**config.mk**
```make
export PLATFORM = sky130hd
export DESIGN_NAME = jstk_spi_responder
export DESIGN_NICKNAME = d
export VERILOG_FILES = /design/src/rtl/jstk_spi_responder.sv
export SDC_FILE = /design/constraint.sdc
export NUM_CORES = 1
export LEC_CHECK = 0
export BUFFER_PORTS_ARGS = -buffer_cell sky130_fd_sc_hd__buf_2
export CORE_ASPECT_RATIO = 0.5
export CORE_MARGIN = 4
export CORE_UTILIZATION = 62
export CTS_CLUSTER_SIZE = 25
export DETAILED_ROUTE_END_ITERATION = 10
export GPL_ROUTABILITY_DRIVEN = 0
export MAX_ROUTING_LAYER = met4
export PLACE_DENSITY = 0.84
export SYNTH_ARGS = -nofsm -noshare
export SYNTH_HDL_FRONTEND = slang
export SYNTH_SLANG_ARGS = --single-unit
export TNS_END_PERCENT = 1
```
**constraint.sdc**
```tcl
create_clock -name CLK -period 4.5 [get_ports CLK]
set_clock_uncertainty 0.2 [all_clocks]
set_input_delay 0.45 -clock CLK [delete_from_list [all_inputs] [get_ports CLK]]
set_output_delay 0.45 -clock CLK [all_outputs]
set_load 0.02 [all_outputs]
```
**src/rtl/jstk_spi_responder.sv**
```systemverilog
// jstk_spi_responder: PmodJSTK-style SPI slave serving X/Y/buttons, LED command capture; JSTK_MISO_TRISTATE_EN releases MISO outside frames
module jstk_spi_responder (
   input  logic       CLK,
   input  logic       RST,
   input  logic       SS,
   input  logic       SCLK,
   input  logic       MOSI,
   output logic       MISO,
   input  logic [9:0] X_POS,
   input  logic [9:0] Y_POS,
   input  logic [2:0] BTN,
   output logic [1:0] LED,
   output logic       BUSY,
   output logic       FRAME_DONE,
   output logic       FRAME_ERR
);
   typedef enum logic [1:0] {WAIT_IDLE, IDLE, XFER} state_t;
   state_t state, state_nxt;
   logic [1:0] ss_sy, sclk_sy, mosi_sy;
   logic ss_d, sclk_d;
   logic ss_fall, ss_rise, sclk_rise, sclk_fall;
   logic [39:0] tx;
   logic [7:0] rx, cmd;
   logic [5:0] cnt;
   logic frame_start, frame_end;
   assign ss_fall = ss_d & ~ss_sy[1];
   assign ss_rise = ~ss_d & ss_sy[1];
   assign sclk_rise = ~sclk_d & sclk_sy[1];
   assign sclk_fall = sclk_d & ~sclk_sy[1];
   assign frame_start = (state == IDLE) & ss_fall;
   assign frame_end = (state == XFER) & ss_rise;
   assign BUSY = (state == XFER);
`ifdef JSTK_MISO_TRISTATE_EN
   assign MISO = BUSY ? tx[39] : 1'bz;
`else
   assign MISO = BUSY & tx[39];
`endif
   // two-flop synchronizers plus one delayed copy for edge detection
   always_ff @(posedge CLK or negedge RST)
      if (!RST) begin
         ss_sy <= 2'b00;
         sclk_sy <= 2'b00;
         mosi_sy <= 2'b00;
         ss_d <= 1'b0;
         sclk_d <= 1'b0;
      end else begin
         ss_sy <= {ss_sy[0], SS};
         sclk_sy <= {sclk_sy[0], SCLK};
         mosi_sy <= {mosi_sy[0], MOSI};
         ss_d <= ss_sy[1];
         sclk_d <= sclk_sy[1];
      end
   // state register
   always_ff @(posedge CLK or negedge RST)
      if (!RST) state <= WAIT_IDLE;
      else state <= state_nxt;
   // next state: wait for SS high after reset so no frame starts mid-transfer
   always_comb begin
      state_nxt = state;
      if (state == WAIT_IDLE && ss_sy[1]) state_nxt = IDLE;
      else if (frame_start) state_nxt = XFER;
      else if (frame_end) state_nxt = IDLE;
   end
   // frame datapath: snapshot, shift, command capture and end-of-frame verdict
   always_ff @(posedge CLK or negedge RST)
      if (!RST) begin
         tx <= '0;
         rx <= '0;
         cmd <= '0;
         cnt <= '0;
         LED <= 2'b00;
         FRAME_DONE <= 1'b0;
         FRAME_ERR <= 1'b0;
      end else begin
         FRAME_DONE <= 1'b0;
         FRAME_ERR <= 1'b0;
         if (frame_start) begin
            tx <= {X_POS[7:0], 6'b0, X_POS[9:8], Y_POS[7:0], 6'b0, Y_POS[9:8], 5'b0, BTN};
            cnt <= '0;
         end else if (frame_end) begin
            if (cnt == 6'd40 && cmd[7:2] == 6'b100000) begin
               FRAME_DONE <= 1'b1;
               LED <= cmd[1:0];
            end else FRAME_ERR <= 1'b1;
         end else if (BUSY && sclk_rise) begin
            rx <= {rx[6:0], mosi_sy[1]};
            cnt <= (cnt == 6'd41) ? cnt : cnt + 6'd1;
            if (cnt == 6'd7) cmd <= {rx[6:0], mosi_sy[1]};
         end else if (BUSY && sclk_fall) tx <= {tx[38:0], 1'b0};
      end
endmodule
```
==> results.json, run 1 <==
{
  "drv_slew": 0,
  "clock-root-buffer": "sky130_fd_sc_hd__clkbuf_8",
  "synth.cell_area_um2": 3177,
  "vdd_ir_drop_max_uv": 303.9,
  "timing.hold.worst.start": "SS",
  "drt-vias-per-instance": 5.326,
  "io_pins": 34,
  "synth_cells": 278,
  "drc_markers": 0,
  "n_antenna_cell": 0,
  "mostFrequentLayoutCells": "75 x sky130_fd_sc_hd__dfrtp_1, 65 x sky130_fd_sc_hd__nand2_1, 38 x sky130_fd_sc_hd__o21ai_0",
  "grtUsageTotal_pct": 19.59,
  "post_synth.cell_area_avg_um2": 11.43,
  "critPathRequiredTime_ps": 4500,
  "synth.yosys.seq_area_share_pct": 59.08,
  "number_of_global_route_vias_before_repair": 2060,
  "reg2reg_capture_point": "tx[1]",
  "fillers": 338,
  "pin_count_of_the_biggest_net_entering_global_routing": 48,
  "synthesized_nets": 309,
  "number_of_buffers_inserted_during_clock_tree_synthesis": 9,
  "fp-row-count": 18,
  "maxClockFrequency_ghz": 0.4037,
  "hold_path_class": "input pin to flop",
  "grt_pass1_wl_um": 9280,
  "worst_setup_hold_path_clk_slew_ps": 70,
  "static-leakage-power_uw": 0.001831,
  "critPathLaunchType": "flop",
  "layout-drive-gt1-share_pct": 24.45,
  "worstMarginPinSlew_ps": 851.3,
  "holdPathEnd": "ss_sy[0]",
  "wl_per_cell_um": 13.80,
  "rsz_0062_raised_after_global_routing": "false",
  "min_path_cells": 1,
  "port-buffer-count": 33,
  "timing_hold_violations_final": 0,
  "relative_max_transition_margin_pct": 43.06,
  "grt_antenna_before_repair": 0,
  "first_iter_violations": 72,
  "clock_tree.htree_level_count": 3,
  "finalCritPeriodShare_pct": 55.04,
  "die_height_um": 58.62,
  "cts_setup_buffers": 0,
  "finalSetupTns_ps": 0,
  "initial_core_util_pct": 64.41,
  "synth_seq_cells": 75,
  "drt_pass1_iterations": 5,
  "outcome": "complete, no violations",
  "reg2reg_setup_slack_ps": 2020,
  "count_of_final_setup_violators": 0,
  "final_common_cell": "sky130_fd_sc_hd__dfrtp_1",
  "chipWidth_um": 109.2,
  "drv.max_cap_violation_count": 0,
  "cts_tree": "yes",
  "cts_max_path_bufs": 2,
  "layout_min_cycle_time_ps": 2477,
  "post_detail_place_hpwl_um": 3749,
  "final_core_util_pct": 73.24,
  "ant_nets": 0,
  "r2r.worst_path.cells": 4,
  "grt_overflow": 0,
  "clk_latency_ps": 340,
  "yosysWarningCount": 0,
  "critical_path.reg2reg.startpoint": "state[1]",
  "power.density_cell_area_nw_per_um2": 512.9,
  "core_area_um2": 4932,
  "cts.sinks": 75,
  "distinct_cell_type_count_of_the_synthesized_netlist": 35,
  "timing.critical_path.arrival_ps": 2480,
  "finalWirelength_um": 5367,
  "path_max_fanout": 42,
  "final_net_count": 345,
  "setup.worst_path.class": "flop to flop",
  "vias": 2072,
  "worst_setup_path_end_kind": "flop",
  "area_growth_syn_to_layout_pct": 13.71,
  "die-area_um2": 6403
}
==> cells by family (layout without fill, tap and decap cells) <==
logic type | Yosys count | count (layout) | share of synthesized area (%)
xor+xnor | 1 | 1 | 0.2757
simple gates | 89 | 89 | 13.86
compound gates | 50 | 50 | 9.256
fa+ha+maj | 3 | 3 | 1.182
flops | 75 | 75 | 59.08
mux | 41 | 41 | 13.59
buf+inv | 19 | 60 | 2.757
==> state kept, by name, summed over array words and instances (netlist names) <==
signal      cells
ss_sy           2
tx             40
FRAME_ERR       1
state           2
cmd             8
FRAME_DONE      1
sclk_sy         2
sclk_d          1
cnt             6
LED             2
ss_d            1
rx              7
mosi_sy         2
==> repair_timing <==
action / in CTS / in global routing
hold buffers: 2 / 1
hold endpoints to repair: 29 / 1
gates resized for setup: 0 / 0
endpoints found under the setup margin: 0 / 0
==> cell usage after synthesis (all sizes together) <==
| master | number | area (um2) |
|---|---|---|
| o31ai | 1 | 7.510 |
| and3 | 1 | 6.260 |
| or2 | 1 | 6.260 |
| a41oi | 1 | 27.53 |
| clkbuf | 5 | 18.77 |
| nand4 | 2 | 12.51 |
| mux2 | 17 | 191.4 |
| xor2 | 1 | 8.760 |
| nor4 | 1 | 21.27 |
| nor2 | 3 | 11.26 |
| dfrtp | 75 | 1877 |
| and4bb | 3 | 41.29 |
| ha | 3 | 37.54 |
| a211oi | 1 | 12.51 |
| o21ai | 40 | 200.2 |
| nor4bb | 1 | 10.01 |
| buf | 9 | 50.04 |
| and2 | 3 | 18.77 |
| nand2 | 65 | 244.0 |
| nand4bb | 2 | 22.52 |
| nor3 | 1 | 5.000 |
| and2b | 1 | 7.510 |
| nand2b | 1 | 6.260 |
| a31o | 2 | 17.52 |
| a22o | 1 | 8.760 |
| mux2i | 24 | 240.2 |
| inv | 5 | 18.77 |
| nor2b | 2 | 12.51 |
| nand3 | 2 | 15.01 |
| a21oi | 4 | 20.02 |
==> stage by stage <==
stage | area [um2] | setup WS [ps] | std cells | hold slack, ps | total power, uW
2_1_floorplan | 3177 | 2631 | 278 | -45.59 | 1246
3_3_place_gp | 3388 | 2153 | 370 | 131.7 | 1322
3_5_place_dp | 3388 | 2019 | 370 | 137.9 | 1368
4_1_cts | 3602 | 2024 | 388 | 0.4316 | 1866
5_1_grt | 3612 | 1793 | 389 | 0.4207 | 1983
6_report | 3612 | 2023 | 389 | 16.20 | 1853
==> where the power goes <==
group,internal [uW],leakage [uW],switching [uW]
logic,168,0.000749,215
clock network,256,0.0000885,246
registers,851,0.000994,117
==> critical path: stages, from the launching register on <==
cell                       delay (ps)
sky130_fd_sc_hd__dfrtp_1          460
sky130_fd_sc_hd__and4bb_1         310
sky130_fd_sc_hd__a41oi_4          730
sky130_fd_sc_hd__buf_4            440
sky130_fd_sc_hd__o21ai_0          180
==> metal layers <==
layer	vias to the layer above	global-route usage, %	part of all wire [%]
met5	-	-	0
met4	0	7.460	1.5
met3	11	5.915	3.3
met2	32	31.68	52
met1	1010	23.65	44
li1	1019	-	-
==> worst max-delay path by stage <==
stage / from / end / cells after the start
floorplan: sclk_d / cmd[0] / 4
global placement: state[0] / tx[18] / 4
detailed placement: state[0] / tx[1] / 4
CTS: state[1] / tx[1] / 4
global route: state[1] / tx[1] / 4
finish: state[1] / tx[1] / 4
==> layout make-up <==
type | count | area [um2] | share of cell area [%]
sequential | 75 | 1877 | 51.96
inverter | 5 | 18.77 | 0.5196
multi-input combinational | 184 | 1217 | 33.70
clock inverter | 6 | 66.31 | 1.836
tap | 70 | 87.58 | 2.425
clock buffer | 10 | 127.6 | 3.533
timing repair buffer | 39 | 217.7 | 6.027
Note: power is estimated with default switching activity, not from simulation.
==> inputs of run 2 (changes only) <==
--- a/config.mk
+++ b/config.mk
@@ -5,15 +5,16 @@
 export SDC_FILE = /design/constraint.sdc
 export NUM_CORES = 1
 export LEC_CHECK = 0
+export ABC_AREA = 1
 export BUFFER_PORTS_ARGS = -buffer_cell sky130_fd_sc_hd__buf_2
 export CORE_ASPECT_RATIO = 0.5
 export CORE_MARGIN = 4
-export CORE_UTILIZATION = 62
+export CORE_UTILIZATION = 59
 export CTS_CLUSTER_SIZE = 25
 export DETAILED_ROUTE_END_ITERATION = 10
 export GPL_ROUTABILITY_DRIVEN = 0
 export MAX_ROUTING_LAYER = met4
-export PLACE_DENSITY = 0.84
+export PLACE_DENSITY = 0.8
 export SYNTH_ARGS = -nofsm -noshare
 export SYNTH_HDL_FRONTEND = slang
 export SYNTH_SLANG_ARGS = --single-unit
==> constraint.sdc (replaced) <==
create_clock -name CLK -period 2.35 [get_ports CLK]
set_clock_uncertainty 0.2 [all_clocks]
set_input_delay 0.235 -clock CLK [delete_from_list [all_inputs] [get_ports CLK]]
set_output_delay 0.235 -clock CLK [all_outputs]
set_load 0.02 [all_outputs]
==> results.json, run 2 <==
{
  "yosysWarningCount": 0,
  "fp-row-count": 19,
  "drt-vias-per-instance": 5.128,
  "die_height_um": 62.57,
  "n_antenna_cell": 0,
  "synth_area_leader_cell": "sky130_fd_sc_hd__dfrtp_1",
  "area_growth_syn_to_layout_pct": 18.77,
  "cts_setup_buffers": 0,
  "drv.max_cap_violation_count": 0,
  "pin_count_of_the_biggest_net_entering_global_routing": 76,
  "final_net_count": 492,
  "worst_setup_path_end_kind": "flop",
  "fillers": 388,
  "grt_overflow": 0,
  "number_of_buffers_inserted_during_clock_tree_synthesis": 9,
  "finalWirelength_um": 6882,
  "count_of_final_setup_violators": 0,
  "timing.critical_path.arrival_ps": 1990,
  "post_synth.cell_area_avg_um2": 8.528,
  "timing_hold_violations_final": 0,
  "synth.yosys.seq_area_share_pct": 53.42,
  "grtUsageTotal_pct": 21.58,
  "largest_register": "tx",
  "cts_max_path_bufs": 2,
  "clk_latency_ps": 330,
  "first_iter_violations": 229,
  "synth.top_cell.area_share_pct": 53.42,
  "vias": 2764,
  "drc_markers": 0,
  "largest_register_ffs": 40,
  "layout_min_cycle_time_ps": 2002,
  "port-buffer-count": 33,
  "async_reset_ff_share_pct": 100.0,
  "post_synth_main_area_contributors": "sky130_fd_sc_hd__dfrtp_1 53%, sky130_fd_sc_hd__nand2_1 21%, sky130_fd_sc_hd__o21ai_2 4.5%, sky130_fd_sc_hd__nand2_2 3.0%, sky130_fd_sc_hd__buf_6 2.6%",
  "vdd_ir_drop_max_uv": 726.0,
  "synth_edf_count": 0,
  "initial_core_util_pct": 62.62,
  "synthesized_nets": 443,
  "clock_tree.htree_level_count": 3,
  "ctsResizeCount": 0,
  "final_common_cell": "sky130_fd_sc_hd__nand2_1",
  "final_critical_path_setup_slack_ps": 347.6,
  "worst_setup_slack_before_clock_tree_synthesis_ps": 353.7,
  "critPathMostFrequentCell": "sky130_fd_sc_hd__nor2_1",
  "die-area_um2": 7328,
  "path_max_fanout": 27,
  "finalSetupTns_ps": 0,
  "layout-drive-gt1-share_pct": 21.46,
  "wl_per_cell_um": 12.77,
  "cp_cell_sequence": "nor2_1 > nand2_4 > inv_4 > nor2_1 > nor2_4 > o21ai_0",
  "setup.worst_path.class": "flop to flop",
  "chipWidth_um": 117.1,
  "path_buf_inv": 1,
  "top_count_cell_post_synth": "sky130_fd_sc_hd__nand2_1",
  "mostFrequentLayoutCells": "201 x sky130_fd_sc_hd__nand2_1, 75 x sky130_fd_sc_hd__dfrtp_1, 33 x sky130_fd_sc_hd__buf_2",
  "relative_max_transition_margin_pct": 66.01,
  "synth.cell_area_um2": 3513,
  "critPathLaunchType": "flop",
  "post_detail_place_hpwl_um": 4369,
  "ant_nets": 0,
  "static-leakage-power_uw": 0.002210,
  "drt_pass1_iterations": 4,
  "synth_flop_cell": "sky130_fd_sc_hd__dfrtp_1",
  "core_area_um2": 5610,
  "rsz_0062_raised_after_global_routing": "false",
  "grt_antenna_before_repair": 0,
  "number_of_global_route_vias_before_repair": 2791,
  "maxClockFrequency_ghz": 0.4994,
  "critical-path-max-stage-delay_ps": 420,
  "crit_slowest_cell": "sky130_fd_sc_hd__nor2_4",
  "worst_setup_hold_path_clk_slew_ps": 60,
  "critPathRequiredTime_ps": 2340,
  "finalCritPeriodShare_pct": 85.21,
  "hold_path_class": "input pin to flop",
  "power.density_cell_area_nw_per_um2": 1086,
  "distinct_cell_type_count_of_the_synthesized_netlist": 25,
  "cts.hold.buffers_added": 18,
  "cts_tree": "yes",
  "worstMarginPinSlew_ps": 508.6,
  "cts.sinks": 75,
  "synth_cells": 412,
  "io_pins": 34,
  "biggestRegsByFlops": "tx x40, cmd x8, rx x7",
  "grt_pass1_wl_um": 12070,
  "outcome": "complete, no violations",
  "synth.top_cells.by_count": "201 x sky130_fd_sc_hd__nand2_1, 75 x sky130_fd_sc_hd__dfrtp_1, 18 x sky130_fd_sc_hd__o21ai_2, 17 x sky130_fd_sc_hd__nand2_2",
  "synth_seq_cells": 75,
  "drv_slew": 0,
  "clock-root-buffer": "sky130_fd_sc_hd__clkbuf_16",
  "worst_path_dominant_cell_family": "simple AND/OR/NAND/NOR gates"
}
[run 2: cells by family (layout without fill, tap and decap cells)]
group | count (synthesis) | in the layout | share of synthesized area, %
compound gates | 39 | 39 | 7.763
fa+ha+maj | 3 | 3 | 1.068
buf+inv | 37 | 91 | 6.339
flops | 75 | 75 | 53.42
simple gates | 258 | 258 | 31.41
[run 2: final timing paths]
| check | from | to | slack [ps] | cells past startpoint |
|---|---|---|---|---|
| worst max-delay path | state[1] | tx[39] | 350 | 6 |
| worst min-delay path | X_POS[8] | tx[24] | 8 | 5 |
| worst max register to register | state[1] | tx[39] | 350 | 6 |
| worst min register to register | mosi_sy[0] | mosi_sy[1] | 150 | 0 |
| max in group asynchronous | RST | tx[6] | 1380 | 3 |
| min in group asynchronous | RST | cmd[3] | 270 | 3 |
[run 2: layout make-up]
class	count	area, um2	area share (%)
Clock inverter	1	5.005	0.1199
Timing Repair Buffer	55	412.9	9.895
Sequential cell	75	1877	44.98
Tap cell	73	91.34	2.189
Multi-Input combinational cell	300	1421	34.06
Clock buffer	15	287.8	6.897
Inverter	20	77.57	1.859
[run 2: report_power, final]
group          switching (uW)  internal [uW]  leakage [uW]
Clock                     484            829      0.000146
Sequential                277           1680      0.000983
Combinational             769            489       0.00108
Total                    1530           3000       0.00221
[run 2: per-layer routing]
| layer | wire length (um) | vias up | track usage, % |
|---|---|---|---|
| li1 | - | 1373 | - |
| met1 | 2966 | 1312 | 24.26 |
| met2 | 3534 | 67 | 36.12 |
| met3 | 242 | 12 | 6.383 |
| met4 | 139 | 0 | 8.584 |
| met5 | 0 | - | - |
[run 2: per-stage QoR]
step / area (um2) / power [uW] / utilization [%] / hold WS [ps] / std cells
6_report: 4173 / 4530 / 74.38 / 8.189 / 539
5_1_grt: 4173 / 4855 / 74.38 / 21.49 / 539
4_1_cts: 4173 / 4561 / 74.38 / 0.2938 / 539
3_5_place_dp: 3700 / 3199 / 65.95 / 99.75 / 505
3_3_place_gp: 3700 / 3112 / 65.95 / 92.57 / 505
2_1_floorplan: 3513 / 2938 / - / -260.6 / 412
[run 2: worst min-delay path, delay by kind of cell]
family / cells / cell delay, ps
buf+inv: 1 / 80
simple gates: 4 / 190
